## config.mk

```make
export PLATFORM = sky130hd
export DESIGN_NAME = wb_arbiter_2m
export DESIGN_NICKNAME = d
export VERILOG_FILES = /design/src/rtl/wb_arbiter_2m.sv
export SDC_FILE = /design/constraint.sdc
export NUM_CORES = 1
export LEC_CHECK = 0
export ABC_AREA = 1
export CAP_MARGIN = 30
export CORE_AREA = 3 3 127 129
export DETAILED_ROUTE_END_ITERATION = 7
export DIE_AREA = 0 0 130 132
export PLACE_DENSITY = 0.55
export SLEW_MARGIN = 20
export SYNTH_ARGS = -nofsm -noshare
export SYNTH_HDL_FRONTEND = slang
export SYNTH_SLANG_ARGS = --single-unit
```

## constraint.sdc

```tcl
create_clock -name clk_i -period 3.77 [get_ports clk_i]
set_input_delay 0.754 -clock clk_i [delete_from_list [all_inputs] [get_ports clk_i]]
set_output_delay 0.754 -clock clk_i [all_outputs]
set_load 0.005 [all_outputs]
```

## src/rtl/wb_arbiter_2m.sv

```systemverilog
// Two-master, one-slave Wishbone arbiter with round-robin tie breaking, lock support
// and a bus watchdog that aborts stalled slave cycles with err to the owning master.
module wb_arbiter_2m #(
  parameter int unsigned TIMEOUT_CYCLES = 255,
  parameter int unsigned TW             = 16
) (
  input  logic        clk_i,
  input  logic        rst_i,
  input  logic        m0_cyc_i,
  input  logic        m0_stb_i,
  input  logic        m0_we_i,
  input  logic        m0_lock_i,
  input  logic [31:0] m0_addr_i,
  input  logic [31:0] m0_dat_i,
  input  logic [3:0]  m0_sel_i,
  output logic [31:0] m0_dat_o,
  output logic        m0_ack_o,
  output logic        m0_err_o,
  output logic        m0_rty_o,
  input  logic        m1_cyc_i,
  input  logic        m1_stb_i,
  input  logic        m1_we_i,
  input  logic        m1_lock_i,
  input  logic [31:0] m1_addr_i,
  input  logic [31:0] m1_dat_i,
  input  logic [3:0]  m1_sel_i,
  output logic [31:0] m1_dat_o,
  output logic        m1_ack_o,
  output logic        m1_err_o,
  output logic        m1_rty_o,
  output logic        s_cyc_o,
  output logic        s_stb_o,
  output logic        s_we_o,
  output logic        s_lock_o,
  output logic [31:0] s_addr_o,
  output logic [31:0] s_dat_o,
  output logic [3:0]  s_sel_o,
  input  logic [31:0] s_dat_i,
  input  logic        s_ack_i,
  input  logic        s_err_i,
  input  logic        s_rty_i,
  output logic [1:0]  grant_o,
  output logic        timeout_o
);

  typedef enum logic [1:0] {
    ST_IDLE  = 2'd0,
    ST_BUSY  = 2'd1,
    ST_ABORT = 2'd2
  } state_t;

  state_t        state_q, state_d;
  logic [1:0]    grant_q, grant_d;
  logic          last_grant_q, last_grant_d;  // index of the master that owned the bus last
  logic [TW-1:0] wdog_q, wdog_d;
  logic [TW-1:0] wdog_inc;
  logic          timeout_q, timeout_d;

  logic        own_cyc, own_stb, own_we, own_lock;
  logic [31:0] own_addr, own_dat;
  logic [3:0]  own_sel;
  logic        busy, stall, own_release;

  // Owner's request lines; grant_q is one-hot whenever they are used.
  always_comb begin
    if (grant_q[1]) begin
      own_cyc  = m1_cyc_i;
      own_stb  = m1_stb_i;
      own_we   = m1_we_i;
      own_lock = m1_lock_i;
      own_addr = m1_addr_i;
      own_dat  = m1_dat_i;
      own_sel  = m1_sel_i;
    end else begin
      own_cyc  = m0_cyc_i;
      own_stb  = m0_stb_i;
      own_we   = m0_we_i;
      own_lock = m0_lock_i;
      own_addr = m0_addr_i;
      own_dat  = m0_dat_i;
      own_sel  = m0_sel_i;
    end
  end

  assign busy        = (state_q == ST_BUSY);
  assign stall       = busy && own_stb && !(s_ack_i || s_err_i || s_rty_i);
  assign own_release = !own_cyc && !own_lock;
  assign wdog_inc    = wdog_q + TW'(1);

  // NOTE: every signal written here gets a default first, so no latch is inferred.
  always_comb begin
    state_d      = state_q;
    grant_d      = grant_q;
    last_grant_d = last_grant_q;
    wdog_d       = wdog_q;
    timeout_d    = 1'b0;
    unique case (state_q)
      ST_IDLE: begin
        wdog_d = '0;
        if (m0_cyc_i || m1_cyc_i) begin
          state_d = ST_BUSY;
          grant_d = (m0_cyc_i && (!m1_cyc_i || last_grant_q)) ? 2'b01 : 2'b10;
        end
      end
      ST_BUSY: begin
        if (own_release) begin
          state_d      = ST_IDLE;
          grant_d      = 2'b00;
          last_grant_d = grant_q[1];
          wdog_d       = '0;
        end else if (stall) begin
          if (wdog_inc == TW'(TIMEOUT_CYCLES)) begin
            state_d   = ST_ABORT;
            timeout_d = 1'b1;
            wdog_d    = '0;
          end else begin
            wdog_d = wdog_inc;
          end
        end else begin
          wdog_d = '0;
        end
      end
      ST_ABORT: begin
        wdog_d = '0;
        // Lock is deliberately ignored here: an aborted owner only has to drop cyc.
        if (!own_cyc) begin
          state_d      = ST_IDLE;
          grant_d      = 2'b00;
          last_grant_d = grant_q[1];
        end
      end
      default: begin
        state_d = ST_IDLE;
        grant_d = 2'b00;
        wdog_d  = '0;
      end
    endcase
  end

  // NOTE: sequential state is written with non-blocking assignments only.
  always_ff @(posedge clk_i) begin
    if (rst_i) begin
      state_q      <= ST_IDLE;
      grant_q      <= 2'b00;
      last_grant_q <= 1'b1;
      wdog_q       <= '0;
      timeout_q    <= 1'b0;
    end else begin
      state_q      <= state_d;
      grant_q      <= grant_d;
      last_grant_q <= last_grant_d;
      wdog_q       <= wdog_d;
      timeout_q    <= timeout_d;
    end
  end

  // Slave side follows the owner only in BUSY; IDLE and ABORT keep the bus quiet.
  always_comb begin
    s_cyc_o  = 1'b0;
    s_stb_o  = 1'b0;
    s_we_o   = 1'b0;
    s_lock_o = 1'b0;
    s_addr_o = '0;
    s_dat_o  = '0;
    s_sel_o  = '0;
    if (busy) begin
      s_cyc_o  = own_cyc;
      s_stb_o  = own_stb;
      s_we_o   = own_we;
      s_lock_o = own_lock;
      s_addr_o = own_addr;
      s_dat_o  = own_dat;
      s_sel_o  = own_sel;
    end
  end

  assign m0_ack_o  = busy && grant_q[0] && s_ack_i;
  assign m0_err_o  = (busy && grant_q[0] && s_err_i) || (timeout_q && grant_q[0]);
  assign m0_rty_o  = busy && grant_q[0] && s_rty_i;
  assign m1_ack_o  = busy && grant_q[1] && s_ack_i;
  assign m1_err_o  = (busy && grant_q[1] && s_err_i) || (timeout_q && grant_q[1]);
  assign m1_rty_o  = busy && grant_q[1] && s_rty_i;
  assign m0_dat_o  = s_dat_i;
  assign m1_dat_o  = s_dat_i;
  assign grant_o   = grant_q;
  assign timeout_o = timeout_q;

endmodule

```

==> results of run 1 <==
worst max-delay path by stage:
stage / from / endpoint / slack [ns] / cells after the start
2_1_floorplan: grant_o[1] / s_addr_o[21] / 1.72 / 5
3_3_place_gp: m1_sel_i[2] / s_sel_o[2] / 0.78 / 4
3_5_place_dp: m1_sel_i[3] / s_sel_o[3] / 0.77 / 4
4_1_cts: grant_o[1] / s_sel_o[3] / 0.66 / 4
5_1_grt: grant_o[1] / s_sel_o[2] / 0.56 / 4
6_report: grant_o[1] / s_sel_o[2] / 0.73 / 4
where the power goes:
| group | leakage, nW | total [mW] | internal, mW | switching (mW) |
|---|---|---|---|---|
| Combinational | 1.60 | 0.558 | 0.324 | 0.234 |
| Clock | 0.0442 | 0.244 | 0.162 | 0.0822 |
| Sequential | 0.178 | 0.241 | 0.238 | 0.00310 |
kinds of logic (layout without fill, tap and decap cells):
kind of cell / after synthesis / after routing / share of synthesized area [%]
AND/OR/NAND/NOR: 270 / 270 / 41.4
buffers and inverters: 122 / 268 / 25.7
multiplexers: 1 / 1 / 0.360
AO/OA/AOI/OAI: 83 / 83 / 15.5
adder cells (fa/ha/maj): 2 / 2 / 0.899
XOR/XNOR: 1 / 1 / 0.315
flip-flops: 22 / 22 / 15.8
per-stage QoR:
stage | hold slack [ns] | power (mW) | instances | worst slack (ns)
after floorplan | 0.449 | 0.488 | 501 | 1.72
after global placement | 0.469 | 0.815 | 831 | 0.780
after detailed placement | 0.474 | 0.812 | 831 | 0.775
after CTS | 0.489 | 1.06 | 835 | 0.660
after global routing | 0.517 | 1.12 | 835 | 0.563
final | 0.482 | 1.04 | 835 | 0.731
state kept, by name, indices dropped and copies added (netlist names):
name	count
wdog_q	16
grant_o	2
state_q	2
last_grant_q	1
timeout_o	1
routing by layer:
metal / up-vias / share of wire [%] / global-route usage (%)
met5: - / 0.10 / 0
met4: 2 / 0.77 / 2.42
met2: 160 / 48 / 23.3
li1: 1808 / - / -
met3: 8 / 9.3 / 4.90
met1: 1459 / 42 / 17.4
area by class of cell:
type                    instances  area, µm²  area share [%]
repair buffers                232       2340            48.2
multi-input cells             357       1630            33.6
flip-flops and latches         22        442            9.09
well taps                     188        235            4.84
inverters                      32        120            2.47
clock buffers                   4       88.8            1.83
critical path: stages, from the launching register on:
cell             delay [ns]
dfxtp_2                0.33
buf_4                  0.59
nand2_1                0.11
a21oi_1                0.29
clkdlybuf4s50_1        0.64
synth_stat cells (2+ instances only):
library cell / n
nor2_4: 2
o21ai_0: 4
clkbuf_1: 15
nor2_2: 13
buf_1: 8
nand2_1: 192
inv_2: 3
buf_4: 65
ha_1: 2
o21bai_1: 3
a21oi_1: 72
dfxtp_1: 22
nor2_1: 29
nand4_1: 7
nand3_1: 12
inv_1: 29
nand2_2: 2
nor3_1: 6
nand3b_1: 2
==> flow_summary.ini, run 1 <==
[status]
status = finished clean

[clock_tree]
clk_pin_slew_worst_paths_ns = 0.06
htree_levels = 1
cts_buffers = 3
cts_buffer_depth = 2
ctsResizeCount = 0
hold_buffers = 0
cts_num_sinks = 22
clk_latency_ns = 0.25
cts_setup_buffers = 0
cts-root-buf = clkbuf_16
cts_tree = done

[layout]
final_cell_mix = clkdlybuf4s50_1, nand2_1, a21oi_1
postLayoutCoreUtil_pct = 32.1
nets = 831
drive_above_1_share_pct = 5.26
syn2layout_area_growth_pct = 74.5
final_cell_area_um2 = 4860
num-fill-cells = 1656
final_common_cell = clkdlybuf4s50_1
n_antenna_cell = 0

[synthesis]
syn_nets = 684
netlist_area_um2 = 2780
synth.largest_area_cell = nand2_1
synth_edf_count = 0
synth-seq-area-share_pct = 15.8
yosys_warnings = 0
ys.flop_type = dfxtp_1
avgSynthCellArea_um2 = 5.56
ys_types = 32
async_flop_share_pct = 0
syn_inst = 501
synth_seq_cells = 22
synth_top_area_share_pct = 25.9
synthTopCellsByArea = nand2_1, buf_4, dfxtp_1

[worst_setup_path]
critPathLaunchType = register
r2r_setup_slack_ns = 1.42
required_ns = 3.02
crit_arrival_ns = 2.28
r2r-start = grant_o[1]
worst_r2r_path_depth = 6
cp_max_fo = 74
cp-end-kind = output pin
worstSetupPathType = register to output pin
r2r-end = wdog_q[7]

[detailed_routing]
drtAntennaViolNets = 0
totalWireLength_um = 12600
drt_iter0_drc = 191
routed_via_density = 4.12
dr.pass1.iters = 4
drc = 0
wl_per_cell_um = 15.1
vias = 3437

[place]
port_buffers = 229
gp_congestion = 0.822
dp_hpwl_um = 10400
placed_area_um2 = 4770

[min_path]
whs_endpoint = wdog_q[0]
worstHoldPathCells = 1
hold_path_class = register to register
hold_start = wdog_q[0]

[die]
rows = 45
start_util_pct = 18.4
coreArea_um2 = 15100
die_w_um = 130
die-area_um2 = 17200
num_io_pins = 326
die_y_um = 132

[timing]
fin_crit_sh_pct = 80.6
hold_violations = 0
skew_ns = 0.00200
slew_violations = 0
period_needed_ns = 3.04
setup_viol = 0
tightest_slew_ns = 0.803
tns_ns = 0
rsz0062_at_grt = false
max_freq_ghz = 0.329
slew_headroom_pct = 46.4

[grt]
first_global_vias = 3313
grt_antenna_before_repair = 1
gr-total-overflow = 0
grt_pass1_wl_um = 18900
grt_max_degree = 75
grt.total_usage_pct = 13.9

[job]
max_cap_violations = 0

[power]
ir_drop_mv = 0.151
p_leak_nw = 1.82
power.density_nw_per_um2 = 215
No activity file was read; power rests on OpenSTA's default activity.
==> run 2, diff against run 1 <==
- clock period: 3.77 -> 3 ns (I/O delays scaled with it)
==> run 2 against run 1 <==
  * Design area increased by 0.82%
  * Sequential share of layout area shrank 0.074 points
  * Clock-buffer cell count did not move
  * Combinational power is 27% higher
  * Non-clock buffer count up 2
  * Cell count up 0.24%
  * Register-to-register slack got worse by 0.57 ns
  * Highest routed layer is now met4
==> flow_summary.ini, run 2 (synthesized netlist as in run 1, its figures left out) <==
[status]
status = finished clean

[place]
port_buffers = 229
gp_congestion = 0.838
dp_cells = 833
dp_hpwl_um = 10300
dpl_worst_slack_ns = 0.309

[worst_setup_path]
crit_start = m1_sel_i[3]
r2r-start = wdog_q[0]
cpPeakStageDelay_ns = 0.64
cpMostUsedCell = clkdlybuf4s50_1
cp_max_fo = 1
cp-end-kind = output pin
crit_arrival_ns = 2.03
worstSetupPathType = input port to output pin
slowest_stage = clkdlybuf4s50_1
required_ns = 2.40
cp_cell_sequence = clkdlybuf4s50_1, nand2_1, a21oi_1, clkdlybuf4s50_1
critPathLaunchType = input port

[timing]
slew_headroom_pct = 63.8
slew_violations = 0
max_freq_ghz = 0.380
hold_slack_ns = 0.486
tns_ns = 0
fin_crit_sh_pct = 87.7
setup_ws_ns = 0.368
period_needed_ns = 2.63
rsz0062_at_grt = false
setup_viol = 0
tightest_slew_ns = 0.539
skew_ns = 0.00257
hold_violations = 0

[grt]
met3_usage_pct = 4.17
grt.total_usage_pct = 13.7
grt_busiest_layer = met2
grt_antenna_before_repair = 0
grt_max_degree = 80
gr-total-overflow = 0
grt_pass1_wl_um = 18500
gr-usage-met2_pct = 23.0
grt_use_met1_pct = 17.6
first_global_vias = 3242

[die]
start_util_pct = 18.4
coreArea_um2 = 15100
rows = 45
die_w_um = 130
die-area_um2 = 17200
die_y_um = 132
num_io_pins = 326

[layout]
final_cells = 837
postLayoutCoreUtil_pct = 32.3
multi_input_area_um2 = 1630
final_common_cell = clkdlybuf4s50_1
seq_area_um2 = 442
num-fill-cells = 1617
n_antenna_cell = 0
syn2layout_area_growth_pct = 75.9
regMostFlops = wdog_q
largest_register_ffs = 16
final_cell_mix = clkdlybuf4s50_1, nand2_1, a21oi_1
drive_above_1_share_pct = 5.55
nets = 833

[detailed_routing]
vias = 3449
drc = 0
totalWireLength_um = 12500
dr.pass1.iters = 4
routed_via_density = 4.12
wl_per_cell_um = 15.0
drtAntennaViolNets = 0
drt_iter0_drc = 154

[clock_tree]
cts_setup_buffers = 0
cts_tree = done
cts-root-buf = clkbuf_16
clk_latency_ns = 0.25
hold_buffers = 0
cts_buffers = 3
cts_num_sinks = 22
cts_buffer_depth = 2
clk_pin_slew_worst_paths_ns = 0.06
htree_levels = 1
ctsResizeCount = 0

[power]
power.density_nw_per_um2 = 271
ir_drop_mv = 0.181
p_leak_nw = 1.84

[min_path]
hold_path_class = register to register
hold_start = wdog_q[0]

[job]
max_cap_violations = 0
## run 2: cell types whose count changed in the layout (fill, tap and decap cells not counted), sizes merged
cell  before  now
buf        3    5
## run 2: worst paths after layout
kind / endpoint / cells after the start / slack (ns)
setup / recovery: s_sel_o[3] / 4 / 0.37
hold / removal: wdog_q[0] / 1 / 0.49
setup reg to reg: wdog_q[7] / 10 / 0.85
hold reg to reg: wdog_q[0] / 1 / 0.49
## run 2: metal layers
metal / routed length, µm / vias up
li1: - / 1817
met1: 5270 / 1470
met2: 6060 / 160
met3: 1160 / 2
met4: 54 / 0
met5: 0 / -
## run 2: report_power, final
part           switching (mW)  total, mW  internal, mW
Clock                   0.111      0.315         0.204
Combinational           0.293      0.709         0.416
Sequential            0.00518      0.304         0.299
## run 2: layout make-up
type / instances / area share, %
Clock buffer: 4 / 1.81
Inverter: 32 / 2.45
Multi-Input combinational cell: 357 / 33.3
Sequential cell: 22 / 9.02
Tap cell: 188 / 4.80
Timing Repair Buffer: 234 / 48.6
## run 2: critical path, delay by kind of cell
family | cells | cell delay, ns
compound gates | 1 | 0.29
buf+inv | 2 | 1.09
simple gates | 1 | 0.05
## run 2: through the flow
stage | cell area, µm² | power (mW)
final | 4900 | 1.33
after global routing | 4900 | 1.41
after CTS | 4900 | 1.35
after detailed placement | 4810 | 1.03
after global placement | 4810 | 1.03
after floorplan | 2780 | 0.613
